$ cat src/rtl/hazard_pkg.sv
// Shared types for the pipeline hazard/forwarding controller:
// forward-select encoding, shadow-stage control bundle, register-address width.
package hazard_pkg;

    localparam int RA_W = 5;

    typedef enum logic [1:0] {
        FWD_NONE = 2'b00,
        FWD_WB   = 2'b01,
        FWD_MEM  = 2'b10,
        FWD_EX   = 2'b11
    } fwd_sel_e;

    typedef struct packed {
        logic [RA_W-1:0] rd;
        logic            reg_write;
        logic            mem_read;
        logic [RA_W-1:0] rs1;
        logic [RA_W-1:0] rs2;
        logic            use_rs1;
        logic            use_rs2;
    } stage_ctrl_t;

endpackage

$ cat src/rtl/hazard_fwd_match.sv
// Single source/destination compare: hit when a used rs equals a written rd.
// Ports: rs_i/use_i (reader), rd_i/reg_write_i (writer), hit_o. x0 never hits.
module hazard_fwd_match #(
    parameter int RA_W = hazard_pkg::RA_W
) (
    input  logic [RA_W-1:0] rs_i,
    input  logic            use_i,
    input  logic [RA_W-1:0] rd_i,
    input  logic            reg_write_i,
    output logic            hit_o
);
    import hazard_pkg::*;

    assign hit_o = use_i && reg_write_i &&
                   (rd_i != '0) && (rs_i == rd_i);

endmodule

$ cat src/rtl/hazard_ctrl.sv
// Hazard/forwarding controller for the 5-stage pipeline: shadow EX/MEM/WB
// control, operand and branch-compare forward selects, load-use stall, flush.
// Ports: clock, reset (async, active-low), id_* decode fields, pc_redirect_i;
// pc_write_o, if_id_write_o, control_src_o, id_ex_bubble_o, forward_a/b_o,
// fwd_branch_a/b_o; stall_cnt_o/flush_cnt_o only with HAZ_PERF_CNT_EN.
module hazard_ctrl #(
    parameter int RA_W = hazard_pkg::RA_W
`ifdef HAZ_PERF_CNT_EN
    ,
    parameter int CNT_W = 32
`endif
) (
    input  logic            clock,
    input  logic            reset,
    input  logic [RA_W-1:0] id_rs1_i,
    input  logic [RA_W-1:0] id_rs2_i,
    input  logic [RA_W-1:0] id_rd_i,
    input  logic            id_use_rs1_i,
    input  logic            id_use_rs2_i,
    input  logic            id_reg_write_i,
    input  logic            id_mem_read_i,
    input  logic            id_is_branch_i,
    input  logic            pc_redirect_i,
    output logic            pc_write_o,
    output logic            if_id_write_o,
    output logic            control_src_o,
    output logic            id_ex_bubble_o,
    output logic [1:0]      forward_a_o,
    output logic [1:0]      forward_b_o,
    output logic [1:0]      fwd_branch_a_o,
`ifdef HAZ_PERF_CNT_EN
    output logic [CNT_W-1:0] stall_cnt_o,
    output logic [CNT_W-1:0] flush_cnt_o,
`endif
    output logic [1:0]      fwd_branch_b_o
);
    import hazard_pkg::*;

    stage_ctrl_t id_ctrl;
    stage_ctrl_t ex_d, ex_q;
    stage_ctrl_t mem_q, wb_q;
    logic        id_valid_d, id_valid_q;
    logic        stall;
    logic        br_a, br_b;
    fwd_sel_e    fa, fb, fba, fbb;

    // Hits for EX operands
    logic a_mem, a_wb, b_mem, b_wb;
    // Hits for ID branch compare
    logic ba_ex, ba_mem, ba_wb;
    logic bb_ex, bb_mem, bb_wb;
    // Hits for load-use against EX (any ID reader)
    logic la_ex, lb_ex;

    assign br_a = id_is_branch_i && id_use_rs1_i;
    assign br_b = id_is_branch_i && id_use_rs2_i;

    always_comb begin
        id_ctrl           = '0;
        id_ctrl.rd        = id_rd_i;
        id_ctrl.reg_write = id_reg_write_i;
        id_ctrl.mem_read  = id_mem_read_i;
        id_ctrl.rs1       = id_rs1_i;
        id_ctrl.rs2       = id_rs2_i;
        id_ctrl.use_rs1   = id_use_rs1_i;
        id_ctrl.use_rs2   = id_use_rs2_i;
    end

    hazard_fwd_match #(.RA_W(RA_W)) u_a_mem (
        .rs_i(ex_q.rs1), .use_i(1'b1),
        .rd_i(mem_q.rd), .reg_write_i(mem_q.reg_write), .hit_o(a_mem));
    hazard_fwd_match #(.RA_W(RA_W)) u_a_wb (
        .rs_i(ex_q.rs1), .use_i(1'b1),
        .rd_i(wb_q.rd), .reg_write_i(wb_q.reg_write), .hit_o(a_wb));
    hazard_fwd_match #(.RA_W(RA_W)) u_b_mem (
        .rs_i(ex_q.rs2), .use_i(1'b1),
        .rd_i(mem_q.rd), .reg_write_i(mem_q.reg_write), .hit_o(b_mem));
    hazard_fwd_match #(.RA_W(RA_W)) u_b_wb (
        .rs_i(ex_q.rs2), .use_i(1'b1),
        .rd_i(wb_q.rd), .reg_write_i(wb_q.reg_write), .hit_o(b_wb));

    hazard_fwd_match #(.RA_W(RA_W)) u_ba_ex (
        .rs_i(id_rs1_i), .use_i(br_a),
        .rd_i(ex_q.rd), .reg_write_i(ex_q.reg_write), .hit_o(ba_ex));
    hazard_fwd_match #(.RA_W(RA_W)) u_ba_mem (
        .rs_i(id_rs1_i), .use_i(br_a),
        .rd_i(mem_q.rd), .reg_write_i(mem_q.reg_write), .hit_o(ba_mem));
    hazard_fwd_match #(.RA_W(RA_W)) u_ba_wb (
        .rs_i(id_rs1_i), .use_i(br_a),
        .rd_i(wb_q.rd), .reg_write_i(wb_q.reg_write), .hit_o(ba_wb));
    hazard_fwd_match #(.RA_W(RA_W)) u_bb_ex (
        .rs_i(id_rs2_i), .use_i(br_b),
        .rd_i(ex_q.rd), .reg_write_i(ex_q.reg_write), .hit_o(bb_ex));
    hazard_fwd_match #(.RA_W(RA_W)) u_bb_mem (
        .rs_i(id_rs2_i), .use_i(br_b),
        .rd_i(mem_q.rd), .reg_write_i(mem_q.reg_write), .hit_o(bb_mem));
    hazard_fwd_match #(.RA_W(RA_W)) u_bb_wb (
        .rs_i(id_rs2_i), .use_i(br_b),
        .rd_i(wb_q.rd), .reg_write_i(wb_q.reg_write), .hit_o(bb_wb));

    hazard_fwd_match #(.RA_W(RA_W)) u_la_ex (
        .rs_i(id_rs1_i), .use_i(id_use_rs1_i),
        .rd_i(ex_q.rd), .reg_write_i(ex_q.reg_write), .hit_o(la_ex));
    hazard_fwd_match #(.RA_W(RA_W)) u_lb_ex (
        .rs_i(id_rs2_i), .use_i(id_use_rs2_i),
        .rd_i(ex_q.rd), .reg_write_i(ex_q.reg_write), .hit_o(lb_ex));

    // Nearest producer wins for EX operands.
    always_comb begin
        fa = FWD_NONE;
        fb = FWD_NONE;
        if (a_mem)     fa = FWD_MEM;
        else if (a_wb) fa = FWD_WB;
        if (b_mem)     fb = FWD_MEM;
        else if (b_wb) fb = FWD_WB;
    end

    // Loads in EX/MEM have no data yet; those cases are covered by stall,
    // WB covers load data and the same-cycle regfile write.
    always_comb begin
        fba = FWD_NONE;
        fbb = FWD_NONE;
        if (ba_ex && !ex_q.mem_read)        fba = FWD_EX;
        else if (ba_mem && !mem_q.mem_read) fba = FWD_MEM;
        else if (ba_wb)                     fba = FWD_WB;
        if (bb_ex && !ex_q.mem_read)        fbb = FWD_EX;
        else if (bb_mem && !mem_q.mem_read) fbb = FWD_MEM;
        else if (bb_wb)                     fbb = FWD_WB;
    end

    assign forward_a_o    = fa;
    assign forward_b_o    = fb;
    assign fwd_branch_a_o = fba;
    assign fwd_branch_b_o = fbb;

    always_comb begin
        stall = 1'b0;
        if (id_valid_q) begin
            stall = (ex_q.mem_read && (la_ex || lb_ex)) ||
                    (mem_q.mem_read && (ba_mem || bb_mem));
        end
    end

    // stall implies id_valid_q, so the two arms never overlap.
    always_comb begin
        pc_write_o     = 1'b1;
        if_id_write_o  = 1'b1;
        id_ex_bubble_o = 1'b0;
        control_src_o  = 1'b0;
        unique case (1'b1)
            stall: begin
                pc_write_o     = 1'b0;
                if_id_write_o  = 1'b0;
                id_ex_bubble_o = 1'b1;
            end
            !id_valid_q: begin
                id_ex_bubble_o = 1'b1;
            end
            default: begin
                control_src_o = id_is_branch_i;
            end
        endcase
    end

    // control_src_o is 0 while stalled, so a stall holds id_valid at 1.
    assign id_valid_d = !(pc_redirect_i && control_src_o);
    assign ex_d       = id_ex_bubble_o ? '0 : id_ctrl;

    always_ff @(posedge clock or negedge reset) begin
        if (!reset) begin
            ex_q       <= '0;
            mem_q      <= '0;
            wb_q       <= '0;
            id_valid_q <= 1'b0;
        end else begin
            ex_q       <= ex_d;
            mem_q      <= ex_q;
            wb_q       <= mem_q;
            id_valid_q <= id_valid_d;
        end
    end

    // Shadow fields carried down the pipe but not consumed here.
    logic unused_shadow;
    assign unused_shadow = ^{ex_q.use_rs1, ex_q.use_rs2,
                             mem_q.rs1, mem_q.rs2,
                             mem_q.use_rs1, mem_q.use_rs2,
                             wb_q.mem_read, wb_q.rs1, wb_q.rs2,
                             wb_q.use_rs1, wb_q.use_rs2};

`ifdef HAZ_PERF_CNT_EN
    logic [CNT_W-1:0] stall_cnt_d, stall_cnt_q;
    logic [CNT_W-1:0] flush_cnt_d, flush_cnt_q;
    logic             flush;

    assign flush = pc_redirect_i && control_src_o;

    always_comb begin
        stall_cnt_d = stall_cnt_q;
        flush_cnt_d = flush_cnt_q;
        if (stall && !(&stall_cnt_q)) stall_cnt_d = stall_cnt_q + 1'b1;
        if (flush && !(&flush_cnt_q)) flush_cnt_d = flush_cnt_q + 1'b1;
    end

    always_ff @(posedge clock or negedge reset) begin
        if (!reset) begin
            stall_cnt_q <= '0;
            flush_cnt_q <= '0;
        end else begin
            stall_cnt_q <= stall_cnt_d;
            flush_cnt_q <= flush_cnt_d;
        end
    end

    assign stall_cnt_o = stall_cnt_q;
    assign flush_cnt_o = flush_cnt_q;
`endif

endmodule

$ cat config.mk
export PLATFORM = sky130hd
export DESIGN_NAME = hazard_ctrl
export DESIGN_NICKNAME = d
export VERILOG_FILES = /design/src/rtl/hazard_pkg.sv /design/src/rtl/hazard_fwd_match.sv /design/src/rtl/hazard_ctrl.sv
export SDC_FILE = /design/constraint.sdc
export NUM_CORES = 1
export LEC_CHECK = 0
export ABC_AREA = 1
export CAP_MARGIN = 20
export CORE_MARGIN = 8
export CORE_UTILIZATION = 47
export DETAILED_ROUTE_END_ITERATION = 16
export HOLD_SLACK_MARGIN = 0.1
export PLACE_DENSITY = 0.74
export SYNTH_ARGS = -nofsm -noshare
export SYNTH_HDL_FRONTEND = slang
export SYNTH_SLANG_ARGS = --single-unit
export TNS_END_PERCENT = 30
$ cat constraint.sdc
create_clock -name clock -period 2.4 [get_ports clock]
set_clock_uncertainty 0.2 [all_clocks]
set_input_delay 0.72 -clock clock [delete_from_list [all_inputs] [get_ports clock]]
set_output_delay 0.72 -clock clock [all_outputs]
set_load 0.03 [all_outputs]
==> results of run 1 <==
## registers in the layout, summed over array words and instances, names as in the netlist
register and count:
wb_q 6, id_valid_q 1, mem_q 7, ex_q 17
## critical path: cells and delay by family (launching register included)
| kind | cells | cell delay (ns) |
|---|---|---|
| DFF | 1 | 0.42 |
| AOI/OAI and AO/OA | 1 | 0.26 |
| and+or+nand+nor | 4 | 0.48 |
| buffers and inverters | 2 | 0.31 |
| xor gates and xnor gates | 1 | 0.16 |
## placed cells by master (no fill, tap or decap), types with 7 or more instances in the layout
master	instances
sky130_fd_sc_hd__buf_4	58
sky130_fd_sc_hd__buf_6	22
sky130_fd_sc_hd__clkdlybuf4s50_1	9
sky130_fd_sc_hd__dfrtp_1	24
sky130_fd_sc_hd__dfrtp_2	7
sky130_fd_sc_hd__inv_1	17
sky130_fd_sc_hd__inv_2	12
sky130_fd_sc_hd__nand2_1	29
sky130_fd_sc_hd__nand2_2	16
sky130_fd_sc_hd__nand2_4	9
sky130_fd_sc_hd__nand3_1	7
sky130_fd_sc_hd__nor2_1	16
sky130_fd_sc_hd__nor2_4	16
sky130_fd_sc_hd__xnor2_1	10
sky130_fd_sc_hd__xor2_1	16
## layer usage
layer  up-vias  wire length [um]  GRT usage
met3        24               403     0.0453
li1        934                 -          -
met1       969              2500      0.191
met2       103              3460      0.306
met5         -                 0          0
met4         0               304     0.0804
## layout make-up
type                    count  area [um^2]  share of cell area
clock buffers               6         82.6              0.0261
clock inverters             1         5.00             0.00158
inverters                  34          148              0.0466
multi-input cells         167         1240               0.393
flip-flops and latches     31          785               0.248
well taps                  50         62.6              0.0198
repair buffers             97          840               0.265
## through the flow
stage / utilization / area [um^2] / setup TNS (ns) / hold slack [ns] / cells
2_1_floorplan: - / 2010 / -0.392 / 0.155 / 245
3_3_place_gp: 0.639 / 2570 / -11.06 / 0.181 / 355
3_5_place_dp: 0.639 / 2570 / -11.60 / 0.180 / 355
4_1_cts: 0.695 / 2800 / -3.24 / 0.200 / 372
5_1_grt: 0.786 / 3170 / -4.29 / 0.246 / 386
6_report: 0.786 / 3170 / -3.58 / 0.242 / 386
## what timing repair did
action	4_1_cts	5_1_grt
pin swaps	19	33
buffers inserted	10	14
setup endpoints to repair	19	12
resized for setup	94	90
## worst paths after layout
check,cells after the start,startpoint,slack [ns],end
worst min-delay path,0,ex_q[13],0.24,mem_q[13]
min in group asynchronous,2,reset,0.62,wb_q[15]
max in group asynchronous,2,reset,1.06,mem_q[16]
worst max register to register,11,mem_q[15],0.23,ex_q[18]
worst min register to register,0,ex_q[13],0.24,mem_q[13]
worst max-delay path,8,wb_q[16],-0.44,fwd_branch_b_o[0]
## report_power, final
| group | leakage, nW | internal [mW] | switching, mW | total [mW] |
|---|---|---|---|---|
| clock | 0.0470 | 0.225 | 0.195 | 0.420 |
| sequential | 0.368 | 0.563 | 0.0547 | 0.618 |
| combinational | 1.14 | 0.236 | 0.246 | 0.482 |
## cell families after synthesis
group | count (synthesis)
flops | 31
simple gates | 125
buf+inv | 47
xor+xnor | 29
compound gates | 13
==> results.json, run 1 <==
{
  "finalWorstPathRequiredPeriod_ns": 2.84,
  "ioPinCount": 35,
  "ys.warnings.count": 0,
  "layout.filler_cells": 246,
  "cp_slowest_cell": "sky130_fd_sc_hd__dfrtp_1",
  "row_count": 23,
  "vias_per_cell": 5.26,
  "critical_path_required_ns": 1.48,
  "path_clk_slew_ns": 0.07,
  "synth_xor_area_frac": 0.128,
  "gp_routability_congestion": 0.921,
  "actual_slew_at_the_worst_max_slew_pin_ns": 0.402,
  "worst_setup_path_end_kind": "output port",
  "startpoint_type": "register",
  "synthToLayoutAreaGrowth_pct": 59.8,
  "post_cts_hold_buffer_count": 0,
  "dr.first_iter.drc_count": 126,
  "grt_first_pass_wirelength_um": 8710,
  "total_vias_in_the_final_route": 2030,
  "synthMostInstantiatedCell": "sky130_fd_sc_hd__nand2_1",
  "async_flop_share": 1.00,
  "yosys_most_used_dff": "sky130_fd_sc_hd__dfrtp_1",
  "timing_hold_violations_final": 0,
  "synth-edff-count": 0,
  "route.detailed.wl_per_inst_um": 17.3,
  "worstSkewPairLatency_ns": 0.29,
  "slew_headroom": 0.732,
  "grtUsageTotal": 0.174,
  "global_route.overflow_total": 0,
  "crit_type": "register to output port",
  "cts-root-to-sink-buffers": 2,
  "synth-compound-area-share": 0.0347,
  "clock_tree.root_cell": "sky130_fd_sc_hd__clkbuf_8",
  "die_height_um": 80.9,
  "final_layout_size_suffix_gt1_frac": 0.560,
  "post-dp-hpwl_um": 4110,
  "initial_core_utilization": 0.492,
  "die-width_um": 80.9,
  "grt_start_max_net_pins": 32,
  "worst_slack_ns": -0.439,
  "combined_area_of_all_synthesized_cells_um2": 1980,
  "setup-violations-final": 12,
  "grt_setup_unrepaired": "yes",
  "crit_path_cell_trace": "buf_4, xor2_1, a211oi_1, nand4_1, nor2_1, nand2_1, nand2_1, buf_6",
  "synth_top_area_share": 0.392,
  "post_synth_inst_count": 245,
  "synth.cells.most_frequent": "sky130_fd_sc_hd__nand2_1 (51), sky130_fd_sc_hd__dfrtp_1 (31), sky130_fd_sc_hd__inv_1 (27), sky130_fd_sc_hd__nor2_1 (25), sky130_fd_sc_hd__xor2_1 (16)",
  "largest_voltage_drop_on_the_vdd_net_mv": 0.336,
  "pre_repair_dr_iteration_count": 4,
  "synth-seq-cells": 31,
  "synthAdderAreaFrac": 0,
  "area_of_the_die_um2": 6550,
  "max_cap_violations": 0,
  "violations": "negative setup slack",
  "achievable-frequency_mhz": 352,
  "antennaDiodeCount": 0,
  "power-per-cell-area_nw_per_um2": 480,
  "hold_path_class": "register to register",
  "synthesis.area_per_instance_um2": 8.08,
  "muxShareOfSynthArea": 0,
  "placement.setup.worst_slack_ns": -0.801,
  "combinational_family_with_the_most_area_after_synthesis": "simple AND/OR/NAND/NOR gates",
  "totalPowerFinal_mw": 1.52,
  "critPathMaxFanout": 3,
  "synth_area_in_simple_gates": 0.329,
  "biggest_area_contributors_in_the_synthesized_netlist": "sky130_fd_sc_hd__dfrtp_1 (39%), sky130_fd_sc_hd__nand2_1 (9.7%), sky130_fd_sc_hd__xor2_1 (7.1%)",
  "p_leak_nw": 1.55,
  "clkSinkCount": 31,
  "htree_levels": 2,
  "route.final.wire_length_um": 6680,
  "final_antenna_net_count": 0,
  "cell_repeated_most_along_the_worst_path": "sky130_fd_sc_hd__nand2_1",
  "antenna_found_initial": 0,
  "cp_slowest_stage_delay_ns": 0.42,
  "tritoncts": "done",
  "finalNetCount": 359,
  "slew_violations": 0,
  "drcViolationCount": 0,
  "synthDominantAreaCellType": "sky130_fd_sc_hd__dfrtp_1",
  "cts_made_buffers": 5,
  "synth_cell_type_count": 28,
  "seq_area_frac_synth": 0.392,
  "run_status": "finished with violations",
  "post-route-period-util": 1.18,
  "synth_nets": 268,
  "first_global_vias": 1948,
  "worst-endpoint-arrival_ns": 1.92,
  "io_buffers": 34,
  "placeableCoreArea_um2": 4030
}
Power figures use the tool's default switching activity.
==> run 2, diff against run 1 <==
--- a/config.mk
+++ b/config.mk
@@ -6,10 +6,12 @@
 export NUM_CORES = 1
 export LEC_CHECK = 0
 export ABC_AREA = 1
+export ABC_CLOCK_PERIOD_IN_PS = 2400
 export CAP_MARGIN = 20
 export CORE_MARGIN = 8
 export CORE_UTILIZATION = 47
 export DETAILED_ROUTE_END_ITERATION = 16
+export GPL_TIMING_DRIVEN = 0
 export HOLD_SLACK_MARGIN = 0.1
 export PLACE_DENSITY = 0.74
 export SYNTH_ARGS = -nofsm -noshare
==> run 2 against run 1 <==
  * Critical path depth increased by 4
  * Sequential power decreased by 2%
  * Combinational power decreased by 13%
  * The run still ends with negative setup slack left
  * Largest cell class unchanged
  * Critical endpoint is now pc_write_o
  * Die area unchanged
  * Non-clock buffer count decreased by 27
  * Global-route usage increased by 0.23 points
  * Highest routed layer unchanged
  * Maximum frequency increased by 3.6%
  * Critical path type is now input pin to output port
  * Clock power decreased by 7.6%
  * Total power decreased by 6.9%
==> results.json, run 2 (same netlist as run 1, synthesis figures left out) <==
{
  "post-route-period-util": 1.14,
  "grt_first_pass_wirelength_um": 8890,
  "total_vias_in_the_final_route": 1808,
  "fin_area_um2": 2950,
  "final_antenna_net_count": 0,
  "actual_slew_at_the_worst_max_slew_pin_ns": 0.628,
  "io_buffers": 34,
  "register_area_um2": 782,
  "gp_routability_congestion": 0.913,
  "final.setup.tns_ns": -2.85,
  "vias_per_cell": 5.02,
  "route.detailed.wl_per_inst_um": 15.1,
  "synthToLayoutAreaGrowth_pct": 48.7,
  "violations": "negative setup slack",
  "slew_headroom": 0.580,
  "p_sw_mw": 0.448,
  "cts_made_buffers": 5,
  "first_global_vias": 1927,
  "worst_setup_path_end_kind": "output port",
  "placeableCoreArea_um2": 4030,
  "dpl-instance-area_um2": 2440,
  "registers.top_by_ff_count": "ex_q",
  "antenna_found_initial": 0,
  "flip_flop_count_of_the_largest_register_all_copies_and_words_added": 17,
  "achievable-frequency_mhz": 365,
  "power.sequential.fraction": 0.430,
  "row_count": 23,
  "setup-violations-final": 13,
  "critical_path_required_ns": 1.48,
  "most-common-layout-cells": "sky130_fd_sc_hd__nand2_1 (39), sky130_fd_sc_hd__dfrtp_1 (26), sky130_fd_sc_hd__buf_6 (24), sky130_fd_sc_hd__buf_4 (24), sky130_fd_sc_hd__nor2_1 (20)",
  "grt_setup_unrepaired": "yes",
  "startpoint_type": "input pin",
  "die-width_um": 80.9,
  "area_of_the_die_um2": 6550,
  "htree_levels": 2,
  "worst-endpoint-arrival_ns": 1.82,
  "worst_slack_ns": -0.341,
  "finalNetCount": 332,
  "hold_path_class": "register to register",
  "clock_tree.root_cell": "sky130_fd_sc_hd__clkbuf_8",
  "route.final.wire_length_um": 5420,
  "clkPwrFrac": 0.275,
  "multi_input_gate_area_in_the_final_layout_um2": 1150,
  "placement.setup.worst_slack_ns": -1.60,
  "post-dp-hpwl_um": 3880,
  "grtUsageTotal": 0.176,
  "sw_frac_of_total": 0.316,
  "initial_core_utilization": 0.492,
  "internal_cell_power_mw": 0.967,
  "final_layout_size_suffix_gt1_frac": 0.455,
  "worstSkewPairLatency_ns": 0.28,
  "layout.cells.most_common": "sky130_fd_sc_hd__nand2_1",
  "power-per-cell-area_nw_per_um2": 480,
  "clkSinkCount": 31,
  "reg2reg_slack_ns": 0.36,
  "finalWorstPathRequiredPeriod_ns": 2.74,
  "slew_violations": 0,
  "dr.first_iter.drc_count": 83,
  "pwr-share-comb": 0.295,
  "final_cells": 360,
  "global_route.overflow_total": 0,
  "post_cts_hold_buffer_count": 0,
  "die_height_um": 80.9,
  "timing_hold_violations_final": 0,
  "placed_cells": 330,
  "grt_start_max_net_pins": 22,
  "tritoncts": "done",
  "ioPinCount": 35,
  "critPathMaxFanout": 6,
  "antennaDiodeCount": 0,
  "drcViolationCount": 0,
  "max_cap_violations": 0,
  "layout_top_registers": "ex_q (17), mem_q (7), wb_q (6)",
  "layout.filler_cells": 290,
  "pre_repair_dr_iteration_count": 4,
  "cts-root-to-sink-buffers": 2,
  "path_clk_slew_ns": 0.06,
  "largest_voltage_drop_on_the_vdd_net_mv": 0.453,
  "run_status": "finished with violations",
  "crit_type": "input pin to output port",
  "p_leak_nw": 1.42
}
[run 2: changes by cell type in the layout (fill, tap and decap cells not counted), sizes merged]
cell / previous run / this run
clkbuf: 6 / 10
clkdlybuf4s15: 1 / 0
buf: 87 / 58
[run 2: power by group through the flow]
stage	combinational (mW)	sequential (mW)	clock, mW
after floorplan	0.218	0.595	0
after global placement	0.323	0.600	0
after detailed placement	0.333	0.602	0
after CTS	0.386	0.605	0.397
after global routing	0.451	0.613	0.417
final	0.418	0.608	0.388
[run 2: through the flow]
stage	utilization	power (mW)	hold slack [ns]
after floorplan	-	0.813	0.155
after global placement	0.599	0.923	0.166
after detailed placement	0.606	0.935	0.172
after CTS	0.701	1.39	0.195
after global routing	0.731	1.48	0.206
final	0.731	1.41	0.196
[run 2: worst paths after layout]
path	from	end	cells past startpoint
worst min register to register	mem_q[15]	wb_q[15]	0
min in group asynchronous	reset	ex_q[14]	1
worst max-delay path	id_is_branch_i	pc_write_o	12
max in group asynchronous	reset	wb_q[17]	2
worst max register to register	mem_q[18]	ex_q[11]	12
worst min-delay path	mem_q[15]	wb_q[15]	0
[run 2: final cells by class]
| class | count | share of cell area |
|---|---|---|
| inverter | 34 | 0.0527 |
| timing repair buffer | 60 | 0.207 |
| tap | 50 | 0.0212 |
| clock buffer | 7 | 0.0259 |
| buffer | 10 | 0.0353 |
| multi-input combinational | 167 | 0.391 |
| clock inverter | 1 | 0.00170 |
| sequential | 31 | 0.266 |
[run 2: per-layer routing]
layer / vias to the layer above / wire (um) / global-route usage
met2: 57 / 2650 / 0.289
met3: 18 / 320 / 0.0552
met1: 844 / 2260 / 0.200
met5: - / 0 / 0
met4: 0 / 189 / 0.0964
li1: 889 / - / -
[run 2: worst max-delay path, cell delays in order]
cell                      delay [ns]
sky130_fd_sc_hd__buf_4          0.12
sky130_fd_sc_hd__nand2_2        0.08
sky130_fd_sc_hd__a21oi_2        0.11
sky130_fd_sc_hd__nand2_1        0.07
sky130_fd_sc_hd__nor2_2         0.11
sky130_fd_sc_hd__nand3_2        0.08
sky130_fd_sc_hd__nand2_2        0.09
sky130_fd_sc_hd__nand2_4        0.06
sky130_fd_sc_hd__nand2_2        0.08
sky130_fd_sc_hd__nand2_4        0.05
sky130_fd_sc_hd__buf_6          0.11
sky130_fd_sc_hd__buf_6          0.12
[run 2: what timing repair did]
| item | 4_1_cts | 5_1_grt |
|---|---|---|
| setup buffers | 21 | 4 |
| setup endpoints to repair | 21 | 13 |
| pin swaps | 28 | 20 |
| gates resized for setup | 202 | 35 |
